--- config.mk ---
export PLATFORM = sky130hd
export DESIGN_NAME = muldiv_sequencer
export DESIGN_NICKNAME = d
export VERILOG_FILES = /design/src/rtl/muldiv_sequencer.sv
export SDC_FILE = /design/constraint.sdc
export NUM_CORES = 1
export LEC_CHECK = 0
export ABC_AREA = 1
export BUFFER_PORTS_ARGS = -buffer_cell sky130_fd_sc_hd__buf_4
export CELL_PAD_IN_SITES_DETAIL_PLACEMENT = 0
export CELL_PAD_IN_SITES_GLOBAL_PLACEMENT = 1
export CORE_MARGIN = 2
export CORE_UTILIZATION = 44
export DETAILED_ROUTE_END_ITERATION = 8
export GPL_TIMING_DRIVEN = 1
export PLACE_DENSITY = 0.85
export SLEW_MARGIN = 20
export SYNTH_ARGS = -nofsm -noshare
export SYNTH_HDL_FRONTEND = slang
export SYNTH_SLANG_ARGS = --single-unit
export TNS_END_PERCENT = 5
--- constraint.sdc ---
create_clock -name Clk -period 3.25 [get_ports Clk]
set_clock_uncertainty 0.15 [all_clocks]
set_input_delay 0.325 -clock Clk [delete_from_list [all_inputs] [get_ports Clk]]
set_output_delay 0.325 -clock Clk [all_outputs]
set_load 0.03 [all_outputs]
--- src/rtl/muldiv_sequencer.sv ---
// ---------------------------------------------------------------------------
// muldiv_sequencer
//
// Iterative multiply / divide unit for a pipelined CPU's HiLo register.
// One operation runs at a time through IDLE -> PREP -> RUN (WIDTH cycles)
// -> FIX -> WRITE. A divide by zero skips straight from PREP to WRITE.
//   multiply : shift-add, one multiplier bit per RUN cycle
//   divide   : restoring division, one quotient bit per RUN cycle
//
// Optional feature macro: MULDIV_SIGNED_EN
//   defined   - Signed=1 treats A/B as two's complement (magnitudes in PREP,
//               sign correction in FIX)
//   undefined - Signed is ignored, every operation is unsigned, FIX passes
//               the result through (still one cycle, so latency is the same)
//
// Ports
//   Clk        : clock, rising edge
//   Rst        : asynchronous active-low reset
//   Start      : operation request, accepted in IDLE only
//   Op         : 0 = multiply, 1 = divide (captured with Start)
//   Signed     : two's-complement operands (captured with Start)
//   A, B       : multiplicand/dividend and multiplier/divisor
//   Busy       : state is not IDLE
//   Stall      : (Start in IDLE) or Busy, holds the program counter
//   HiLoEn     : one-cycle HiLo write strobe (WRITE state)
//   HiLoWrite  : {Hi, Lo}; mul = full product, div = {remainder, quotient}
//   Done       : same cycle as HiLoEn
//   DivByZero  : with Done when a divide had B = 0
// ---------------------------------------------------------------------------
module muldiv_sequencer #(
    parameter int WIDTH = 32
) (
    input  logic                 Clk,
    input  logic                 Rst,
    input  logic                 Start,
    input  logic                 Op,
    input  logic                 Signed,
    input  logic [WIDTH-1:0]     A,
    input  logic [WIDTH-1:0]     B,
    output logic                 Busy,
    output logic                 Stall,
    output logic                 HiLoEn,
    output logic [2*WIDTH-1:0]   HiLoWrite,
    output logic                 Done,
    output logic                 DivByZero
);

    localparam int CW = $clog2(WIDTH + 1);

    localparam logic [2:0] S_IDLE  = 3'd0;
    localparam logic [2:0] S_PREP  = 3'd1;
    localparam logic [2:0] S_RUN   = 3'd2;
    localparam logic [2:0] S_FIX   = 3'd3;
    localparam logic [2:0] S_WRITE = 3'd4;

    logic [2:0]           state_reg;
    logic [CW-1:0]        cnt_reg;
    logic                 op_reg;
    logic                 sgn_reg;
    logic [WIDTH-1:0]     a_reg;
    logic [WIDTH-1:0]     b_reg;
    logic [WIDTH-1:0]     m_reg;      // multiplicand or divisor magnitude
    logic [WIDTH-1:0]     hi_reg;     // product high half / partial remainder
    logic [WIDTH-1:0]     lo_reg;     // multiplier bits / dividend-then-quotient
    logic                 neg_q_reg;  // product or quotient must be negated
    logic                 neg_r_reg;  // remainder must be negated
    logic                 dbz_reg;
    logic [2*WIDTH-1:0]   result_reg;

`ifndef MULDIV_SIGNED_EN
    // Signed has no effect in the unsigned-only build.
    logic unused_signed;
    assign unused_signed = Signed;
`endif

    // Operand magnitudes; sgn_reg is constant 0 in the unsigned-only build.
    logic             a_neg, b_neg;
    logic [WIDTH-1:0] a_mag, b_mag;
    assign a_neg = sgn_reg & a_reg[WIDTH-1];
    assign b_neg = sgn_reg & b_reg[WIDTH-1];
    assign a_mag = a_neg ? -a_reg : a_reg;
    assign b_mag = b_neg ? -b_reg : b_reg;

    // One shift-add multiply step: add the multiplicand when the current
    // multiplier bit is set, then shift {carry, hi, lo} right by one.
    logic [WIDTH:0] mul_sum;
    assign mul_sum = {1'b0, hi_reg} + (lo_reg[0] ? {1'b0, m_reg} : {(WIDTH+1){1'b0}});

    // One restoring-divide step. The partial remainder is always below the
    // divisor, so the shifted value is below 2*divisor and the top bit of the
    // difference is a clean "borrow" (shifted < divisor) indicator.
    logic [WIDTH:0] div_shift;
    logic [WIDTH:0] div_diff;
    logic           div_ge;
    assign div_shift = {hi_reg, lo_reg[WIDTH-1]};
    assign div_diff  = div_shift - {1'b0, m_reg};
    assign div_ge    = ~div_diff[WIDTH];

    // Sign correction applied in FIX.
    logic [2*WIDTH-1:0] prod_raw, prod_fix, fix_result;
    logic [WIDTH-1:0]   quo_fix, rem_fix;
    assign prod_raw   = {hi_reg, lo_reg};
    assign prod_fix   = neg_q_reg ? -prod_raw : prod_raw;
    assign quo_fix    = neg_q_reg ? -lo_reg : lo_reg;
    assign rem_fix    = neg_r_reg ? -hi_reg : hi_reg;
    assign fix_result = op_reg ? {rem_fix, quo_fix} : prod_fix;

    always_ff @(posedge Clk or negedge Rst) begin
        if (!Rst) begin
            state_reg  <= S_IDLE;
            cnt_reg    <= '0;
            op_reg     <= 1'b0;
            sgn_reg    <= 1'b0;
            a_reg      <= '0;
            b_reg      <= '0;
            m_reg      <= '0;
            hi_reg     <= '0;
            lo_reg     <= '0;
            neg_q_reg  <= 1'b0;
            neg_r_reg  <= 1'b0;
            dbz_reg    <= 1'b0;
            result_reg <= '0;
        end else begin
            case (state_reg)
                S_IDLE: begin
                    if (Start) begin
                        op_reg    <= Op;
`ifdef MULDIV_SIGNED_EN
                        sgn_reg   <= Signed;
`else
                        sgn_reg   <= 1'b0;
`endif
                        a_reg     <= A;
                        b_reg     <= B;
                        dbz_reg   <= 1'b0;
                        state_reg <= S_PREP;
                    end
                end
                S_PREP: begin
                    neg_q_reg <= a_neg ^ b_neg;
                    neg_r_reg <= a_neg;
                    cnt_reg   <= CW'(WIDTH);
                    hi_reg    <= '0;
                    if (op_reg) begin
                        lo_reg <= a_mag;
                        m_reg  <= b_mag;
                        if (b_reg == '0) begin
                            // Divide by zero: Hi keeps the raw dividend.
                            result_reg <= {a_reg, {WIDTH{1'b1}}};
                            dbz_reg    <= 1'b1;
                            state_reg  <= S_WRITE;
                        end else begin
                            state_reg  <= S_RUN;
                        end
                    end else begin
                        lo_reg    <= b_mag;
                        m_reg     <= a_mag;
                        state_reg <= S_RUN;
                    end
                end
                S_RUN: begin
                    cnt_reg <= cnt_reg - CW'(1);
                    if (op_reg) begin
                        hi_reg <= div_ge ? div_diff[WIDTH-1:0] : div_shift[WIDTH-1:0];
                        lo_reg <= {lo_reg[WIDTH-2:0], div_ge};
                    end else begin
                        hi_reg <= mul_sum[WIDTH:1];
                        lo_reg <= {mul_sum[0], lo_reg[WIDTH-1:1]};
                    end
                    // cnt_reg == 1 means this edge performs the last iteration.
                    if (cnt_reg == CW'(1)) begin
                        state_reg <= S_FIX;
                    end
                end
                S_FIX: begin
                    result_reg <= fix_result;
                    state_reg  <= S_WRITE;
                end
                S_WRITE: begin
                    state_reg <= S_IDLE;
                end
                default: begin
                    state_reg <= S_IDLE;
                end
            endcase
        end
    end

    assign Busy      = (state_reg != S_IDLE);
    assign Stall     = ((state_reg == S_IDLE) & Start) | Busy;
    assign HiLoEn    = (state_reg == S_WRITE);
    assign Done      = HiLoEn;
    assign DivByZero = HiLoEn & dbz_reg;
    assign HiLoWrite = result_reg;

endmodule

; Word level (Yosys, flattened, before mapping)
; Index checks and enable logic that the tools add are counted.
[totals]
wordCells = 57
out_inout_bits = 69
ff_bits = 235
input_bits = 69
[op_classes]
n_addsub = 3
reduce_logical = 10
mux = 21
n_eq_ne = 9
n_bitwise = 4
[op_table]
columns = cell, count
row1 = two-way mux 32 bit, 6
row2 = two-way mux 64 bit, 2
row3 = one-hot mux 32 bit (2 select lines), 2
row4 = one-hot mux 64 bit (2 select lines), 1
row5 = adder 32 x 32 -> 33 bit, 1
row6 = subtractor 33 x 32 -> 33 bit, 1
row7 = zero test 32 bit, 1
row8 = two-way mux 3 bit, 4
row9 = one-hot mux 3 bit (4 select lines), 1
row10 = one-hot mux 6 bit (2 select lines), 1
row11 = != test 2 bit (second input constant), 4
row12 = == test 3 x 2 -> 1 bit (second input constant), 2
row13 = == test 6 x 1 -> 1 bit (second input constant), 1
row14 = nonzero test 2 bit, 3
row15 = subtractor 6 x 1 -> 6 bit (second input constant), 1
row16 = AND reduction 2 bit, 2
row17 = AND reduction 4 bit, 1
row18 = == test 3 x 1 -> 1 bit (second input constant), 1
row19 = == test 3 bit (second input constant), 1
row20 = zero test 3 bit, 1
row21 = two-way mux 1 bit, 3
row22 = AND reduction 3 bit, 1
row23 = nonzero test 3 bit, 1
row24 = bitwise AND 1 bit, 2
row25 = other kinds (3), 3

; Longest topological paths before layout
; Gate-level depths: netlist of run 1.
[depth]
ltp_word = 4
depth_mapped = 19
depth_no_buf = 18

; Worst setup path after synthesis of run 1
; No wires, ideal clock.
[synth_path]
path_kind = register -> register
startpoint = reg lo_reg[0]
endpoint = reg hi_reg[30]
stages_incl_launch_ff = 20
path_slack_ns = 0.760
setup_ns = 0.116
arrival_ns = 2.223
n_path_buf = 2
required_time_ns = 2.984
synth_period_minus_slack_ns = 2.490
path_cell_list = dfrtp_1 clkbuf_1 clkbuf_1 nand2_1 inv_1 ha_1 a21oi_1 o21ai_0 nand2_1 nand2_1 nand2_1 nand2_1 nand2_1 nand2_1 nand2_1 nand3_1 nand2_1 inv_1 nand2_1 nand2_1
[synth_via]
elab_chain_cells = 4
[synth_rtl]
columns = item, line_no
row1 = from (decl), 64  ; logic [WIDTH-1:0] lo_reg;
row2 = from (signal assigned), 145  ; lo_reg <= a_mag;
row3 = from (signal assigned), 156  ; lo_reg <= b_mag;
row4 = from (signal assigned), 165  ; lo_reg <= {lo_reg[WIDTH-2:0], div_ge};
row5 = two-way mux 32 bit, 87  ; assign mul_sum = {1'b0, hi_reg} + (lo_reg[0] ? {1'b0, m_reg} : {(WIDTH+1){1'b0}});
row6 = adder 32 x 32 -> 33 bit, 87
row7 = two-way mux 32 bit, 163  ; if (op_reg) begin
row8 = one-hot mux 32 bit (2 select lines), 124  ; case (state_reg)
row9 = to (signal assigned), 164  ; hi_reg <= div_ge ? div_diff[WIDTH-1:0] : div_shift[WIDTH-1:0];
row10 = to (signal assigned), 167  ; hi_reg <= mul_sum[WIDTH:1];
row11 = to (decl), 63  ; logic [WIDTH-1:0] hi_reg;
; No other way between the ends.
; A chain may end at the register's enable or synchronous reset.

; Worst setup path in the final report of run 1
[layout_path]
startpoint = reg lo_reg[31]
endpoint = reg hi_reg[24]
[layout_via]
elab_chain_cells = 4
[layout_rtl]
columns = item, line_no
row1 = subtractor 33 x 32 -> 33 bit, 96  ; assign div_diff = div_shift - {1'b0, m_reg};
row2 = two-way mux 32 bit, 164
row3 = two-way mux 32 bit, 163
row4 = one-hot mux 32 bit (2 select lines), 124
; No other way between the ends.

==> results.txt, run 1 <==
----------------------------------------------------
[Outcome]
  Result of the run ... complete, no violations

[Clock network]
  Clock sinks ... 235
  Clk Tree Root Cell ... clkbuf_16
  Cts repair resizes ... 0
  Clock H-tree levels ... 1
  TritonCTS clock tree ... built
  Clock transition at the registers of the reported paths ... 0.06 ns
  Number of buffers created by CTS ... 26
  Skew-Pair Late Insertion Delay ... 0.55 ns
  Buffers from clock root to sink, at most ... 3

[Floorplan]
  Number of cell rows ... 70
  Area enclosed by the die boundary ... 0.0381 mm^2
  Y dimension of the die ... 195 um
  Overall die width ... 195 um
  Num ports ... 138
  Initial core utilization ... 44.4%
  Core box area ... 0.0363 mm^2

[STA]
  RSZ-0062 raised after global routing ... no
  Setup slack after layout ... 0.336 ns
  Final max-slew violation count ... 0
  Final sum of negative setup slack ... 0 ns
  Count of final hold-check violations ... 0
  Clock period minus final worst setup slack ... 2.91 ns
  Total of endpoints with negative setup slack in the final report ... 0
  Final period utilization ... 89.6%
  Highest achievable clock rate ... 343 MHz
  Slew at the pin closest to its max-slew limit ... 0.856 ns
  Max transition margin ... 42.9%

[Cells and area]
  Filler cells ... 3,646
  Layout cell share with drive strength beyond 1 ... 11.4%
  Area used by multi-input combinational logic ... 0.00857 mm^2
  Synthesis-to-finish area growth ... 19.3%
  Final Core Density ... 52.9%
  Net count, final ... 2,648
  Antenna diodes ... 0
  Flip-flop count of the largest register after layout ... 64
  FF+latch area ... 0.00588 mm^2

[Route]
  Detail-routed via count per cell ... 5.27
  Via total after detailed routing ... 15,800
  Number of DRC markers in iteration 0 ... 1,320
  Drt pass-1 iters ... 6
  Average detailed-routed wire length per instance ... 17.8 um
  Antenna-violating nets left ... 0
  Count of unresolved DRC violations after routing ... 0
  Post-Route WL ... 53,500 um

[Min path]
  Destination of the worst hold path ... state_reg[0]$_DFFE_PN0P_
  Depth of the worst hold-timing path ... 3
  Worst hold start ... Start
  Kind of path behind the tightest hold check ... in -> reg

[Power]
  Leak Pwr ... 0.0102 uW
  Power density over the cells ... 1130 mW/mm^2
  Peak supply drop ... 0.601 mV

[Setup path]
  Worst Reg-to-Reg Cells ... 18
  Startpoint type of the worst setup path ... register
  Maximum fanout encountered on the critical timing path ... 26
  Arrival @ worst endpoint ... 3.25 ns
  Worst r2r src ... lo_reg[31]$_DFFE_PN0P_
  R2r setup slk ... 0.34 ns
  Critical path type ... reg -> reg
  Endpoint kind of the worst setup timing path ... register
  Worst endpoint required time ... 3.58 ns
  Worst r2r dst ... hi_reg[24]$_DFFE_PN0P_

[Logic synthesis]
  Synth Area per Inst ... 6.89 um^2
  Post-synthesis sequential area ratio ... 36.6%
  Area of the mapped netlist ... 0.0161 mm^2
  Syn nets ... 2,471
  Synth warnings ... 0
  Gate count of the mapped netlist ... 2,334
  Library cells used by synthesis ... 48
  Most used flip-flop cell after synthesis ... dfrtp_1
  FFs w/ async S/R, synth ... 100%
  Flop and latch count out of synthesis ... 235
  Number of synthesized flops with an enable pin ... 0

[Global routing]
  Total grt overflow ... 0
  Initial antenna violation count ... 0
  Pin count of the biggest net entering global routing ... 220
  First-pass GRT wire length ... 83,500 um
  Vias in the first global route ... 14,800
  Total global-route track usage ... 27.9%

[Placement]
  Last weighted congestion value of the routability-driven placer ... 0.978
  Detailed-placement wirelength estimate ... 40,000 um
  Pre-CTS setup slack ... 0.376 ns
  Number of input and output port buffers inserted ... 136

[Job]
  Max-Cap Viols ... 0

----------------------------------------------------
-- per-stage QoR --
stage	power, uW	hold slack [ns]	cell area (um^2)	cells
2_1_floorplan	14500	-0.121	16100	2334
3_3_place_gp	18300	0.264	17700	2885
3_5_place_dp	18500	0.267	17700	2885
4_1_cts	21600	0.0283	19200	2996
5_1_grt	23500	0.0448	19200	2996
6_report	21600	0.0405	19200	2996
-- cells in the mapped netlist (6+ instances only) --
master    instances  area, um^2
o21ai_0         147         736
o211ai_1         58         435
dfrtp_1         235        5880
buf_2            17        85.1
mux2_2           34         383
nand2_2           8        50.1
nor2_2            6        37.5
inv_1           333        1250
nand4_1          18         113
nand3b_1         11        82.6
buf_1            12        45.0
nand2_1         723        2710
nor2_1          237         890
clkbuf_1         53         199
nand3_1         124         621
a21oi_1         103         515
o21ai_1          23         115
nand3_2           9        90.1
or2_2             6        37.5
ha_1             66         826
mux2i_1          30         300
xnor2_1          17         149
nor3_1           13        65.1
-- layer usage --
| layer | share of wire (%) | vias to the layer above | routed length [um] | track usage [%] |
|---|---|---|---|---|
| li1 | - | 7784 | - | - |
| met1 | 45 | 7486 | 24000 | 38.4 |
| met2 | 47 | 429 | 25300 | 46.7 |
| met3 | 4.8 | 80 | 2540 | 2.99 |
| met4 | 2.9 | 0 | 1560 | 8.06 |
| met5 | 0 | - | 0 | 0 |
-- logic make-up (layout without fill, tap and decap cells) --
| group | Yosys count | after routing | share of synthesized area (%) |
|---|---|---|---|
| AO/OA/AOI/OAI | 352 | 352 | 12.3 |
| XOR/XNOR | 21 | 21 | 1.14 |
| adder cells (fa/ha/maj) | 68 | 68 | 5.38 |
| buffers and inverters | 425 | 619 | 10.4 |
| flip-flops | 235 | 235 | 36.6 |
| multiplexers | 64 | 64 | 4.25 |
| AND/OR/NAND/NOR | 1169 | 1169 | 30.0 |
-- what timing repair did --
action,in CTS,in global routing
buffers inserted,0,0
endpoints found under the hold margin,156,0
hold buffers,66,0
-- placed cells by master, fill, tap and decap left out, types with 34 or more instances in the layout --
cell type,count
o21ai_0,147
dfrtp_1,234
o211ai_1,58
buf_4,165
nand2_1,721
mux2_2,34
a21oi_1,103
ha_1,66
nand3_1,123
inv_1,332
nor2_1,236
dlygate4sd3_1,66
-- worst max-delay path, cell delays in order, from the launching register on --
cell and delay (ns):
dfrtp_1 0.42, inv_1 0.14, ha_1 0.25, fa_1 0.42, inv_1 0.09, nand2_1 0.05, nand2_1 0.07, nand3_1 0.08
nand2_2 0.14, nand2_2 0.06, nand2_2 0.09, nand2_4 0.08, nand2_4 0.08, nand2_4 0.13, nand2_8 0.23, nand2_1 0.08
nand3_1 0.08, nand3_1 0.12, nand2_1 0.09
-- worst max path at each step --
stage          slack [ns]                   start                     end  cells past startpoint
2_1_floorplan        0.76   lo_reg[0]$_DFFE_PN0P_  hi_reg[30]$_DFFE_PN0P_                     19
3_3_place_gp         0.40  lo_reg[31]$_DFFE_PN0P_  hi_reg[24]$_DFFE_PN0P_                     18
3_5_place_dp         0.38  lo_reg[31]$_DFFE_PN0P_  hi_reg[24]$_DFFE_PN0P_                     18
4_1_cts              0.36  lo_reg[31]$_DFFE_PN0P_  hi_reg[24]$_DFFE_PN0P_                     18
5_1_grt              0.14   lo_reg[0]$_DFFE_PN0P_  hi_reg[23]$_DFFE_PN0P_                     16
6_report             0.34  lo_reg[31]$_DFFE_PN0P_  hi_reg[24]$_DFFE_PN0P_                     18
-- final cells by class --
type                       count  area share [%]
tap                          468            3.05
multi-input combinational   1674            44.7
sequential                   235            30.7
clock buffer                  39            4.12
clock inverter                 6           0.307
inverter                     336            6.58
timing repair buffer         238            10.6
-- report_power, final --
group / internal [uW] / leakage, uW / total (uW) / switching [uW]
sequential: 4290 / 0.00280 / 5580 / 1300
clock: 1750 / 0.000423 / 2990 / 1250
combinational: 4480 / 0.00700 / 13100 / 8580
total: 10500 / 0.0102 / 21600 / 11100
(Power assumes the default switching activity.)
==> run 2, diff against run 1 <==
Settings changed: CTS_BUF_LIST from default to sky130_fd_sc_hd__clkbuf_16.
==> run 2 against run 1 <==
Effect of this change: combinational power about the same; clock power shrank 6%; first-iteration DRC count shrank 7.3%; critical endpoint unchanged.
==> results.txt, run 2 (same netlist as run 1, synthesis figures left out) <==
----------------------------------------------------
[Global routing]
  Total grt overflow ... 0
  First-pass GRT wire length ... 83,500 um
  Initial antenna violation count ... 0
  Pin count of the biggest net entering global routing ... 220
  Total global-route track usage ... 27.9%
  Vias in the first global route ... 14,800

[Setup path]
  Endpoint kind of the worst setup timing path ... register
  Worst endpoint required time ... 3.58 ns
  Startpoint type of the worst setup path ... register
  Maximum fanout encountered on the critical timing path ... 26
  Arrival @ worst endpoint ... 3.26 ns
  Critical path type ... reg -> reg

[STA]
  Final max-slew violation count ... 0
  Highest achievable clock rate ... 342 MHz
  Smallest hold slack ... 0.0440 ns
  Slew at the pin closest to its max-slew limit ... 0.873 ns
  Setup slack after layout ... 0.325 ns
  Total of endpoints with negative setup slack in the final report ... 0
  Count of final hold-check violations ... 0
  Max transition margin ... 41.8%
  Final sum of negative setup slack ... 0 ns
  Final period utilization ... 90.0%
  RSZ-0062 raised after global routing ... no
  Clock period minus final worst setup slack ... 2.93 ns

[Route]
  Via total after detailed routing ... 15,800
  Antenna-violating nets left ... 0
  Drt pass-1 iters ... 7
  Number of DRC markers in iteration 0 ... 1,224
  Count of unresolved DRC violations after routing ... 0
  Post-Route WL ... 53,300 um
  Detail-routed via count per cell ... 5.26
  Average detailed-routed wire length per instance ... 17.8 um

[Job]
  Max-Cap Viols ... 0

[Cells and area]
  Leading cell type in the layout, fill and taps excluded ... nand2_1
  Most frequent cells in the layout ... nand2_1, inv_1, nor2_1
  FF+latch area ... 0.00588 mm^2
  Flip-flop count of the largest register after layout ... 64
  Area used by multi-input combinational logic ... 0.00857 mm^2
  Antenna diodes ... 0
  Layout cell share with drive strength beyond 1 ... 11.1%
  Net count, final ... 2,648
  Synthesis-to-finish area growth ... 18.8%
  Filler cells ... 3,650

[Clock network]
  Buffers from clock root to sink, at most ... 3
  TritonCTS clock tree ... built
  Number of buffers created by CTS ... 26
  Skew-Pair Late Insertion Delay ... 0.55 ns
  Clk Tree Root Cell ... clkbuf_16
  Cts repair resizes ... 0
  Clock H-tree levels ... 1
  Clock sinks ... 235
  Clock transition at the registers of the reported paths ... 0.06 ns

[Floorplan]
  Overall die width ... 195 um
  Core box area ... 0.0363 mm^2
  Y dimension of the die ... 195 um
  Num ports ... 138
  Initial core utilization ... 44.4%
  Area enclosed by the die boundary ... 0.0381 mm^2
  Number of cell rows ... 70

[Placement]
  Number of input and output port buffers inserted ... 136
  Detailed-placement wirelength estimate ... 40,000 um
  Last weighted congestion value of the routability-driven placer ... 0.978
  Pre-CTS setup slack ... 0.376 ns

[Power]
  Power density over the cells ... 1120 mW/mm^2
  Peak supply drop ... 0.605 mV
  Leak Pwr ... 0.0102 uW

[Min path]
  Kind of path behind the tightest hold check ... in -> reg

[Outcome]
  Result of the run ... complete, no violations

----------------------------------------------------
## run 2: cell count changes in the layout (fill, tap and decap cells not counted), sizes merged
cell,delta
clkbuf,-12
clkinv,+7
inv,+5
## run 2: metal layers
metal | up-vias | global-route usage, % | routed length, um
met4 | 0 | 7.80 | 1560
met5 | - | 0 | 0
li1 | 7775 | - | -
met3 | 81 | 2.97 | 2700
met2 | 451 | 46.8 | 25300
met1 | 7457 | 38.4 | 23800
## run 2: repair_timing
item / CTS / global route
setup buffers: 0 / 0
hold endpoints to repair: 156 / 0
hold buffers: 66 / 0
## run 2: critical path, cell delays in order (launching register included)
cell and delay [ns]:
dfrtp_1 0.43, inv_1 0.15, ha_1 0.25, fa_1 0.41, inv_1 0.09, nand2_1 0.05
nand2_1 0.07, nand3_1 0.08, nand2_2 0.13, nand2_2 0.06, nand2_2 0.09, nand2_4 0.08
nand2_4 0.08, nand2_4 0.13, nand2_8 0.23, nand2_1 0.08, nand3_1 0.08, nand3_1 0.13
nand2_1 0.08
## run 2: power by group
| group | internal (uW) | switching (uW) | leakage [uW] |
|---|---|---|---|
| clock network | 1570 | 1230 | 0.000404 |
| logic | 4480 | 8560 | 0.00700 |
| registers | 4290 | 1300 | 0.00280 |
| total | 10300 | 11100 | 0.0102 |
## run 2: worst paths after layout
path | from | endpoint | slack [ns] | cells past startpoint
setup / recovery | lo_reg[31]$_DFFE_PN0P_ | hi_reg[24]$_DFFE_PN0P_ | 0.32 | 18
hold / removal | Start | state_reg[0]$_DFFE_PN0P_ | 0.04 | 3
setup reg to reg | lo_reg[31]$_DFFE_PN0P_ | hi_reg[24]$_DFFE_PN0P_ | 0.32 | 18
hold reg to reg | HiLoWrite[60]$_DFFE_PN0P_ | HiLoWrite[60]$_DFFE_PN0P_ | 0.35 | 2
max in group asynchronous | Rst | hi_reg[22]$_DFFE_PN0P_ | 1.90 | 3
min in group asynchronous | Rst | state_reg[0]$_DFFE_PN0P_ | 0.28 | 2
## run 2: area by class of cell
class	count	area share, %
tap	468	3.06
clock buffer	27	3.54
inverter	336	6.60
sequential	235	30.8
clock inverter	18	0.543
multi-input combinational	1674	44.8
timing repair buffer	238	10.6
## run 2: per-stage QoR
| stage | cell area (um^2) | util, % | instances | power, uW |
|---|---|---|---|---|
| final | 19100 | 52.7 | 2996 | 21400 |
| after global routing | 19100 | 52.7 | 2996 | 23300 |
| after CTS | 19100 | 52.7 | 2996 | 21400 |
| after detailed placement | 17700 | 48.7 | 2885 | 18500 |
| after global placement | 17700 | 48.7 | 2885 | 18300 |
| after floorplan | 16100 | - | 2334 | 14500 |
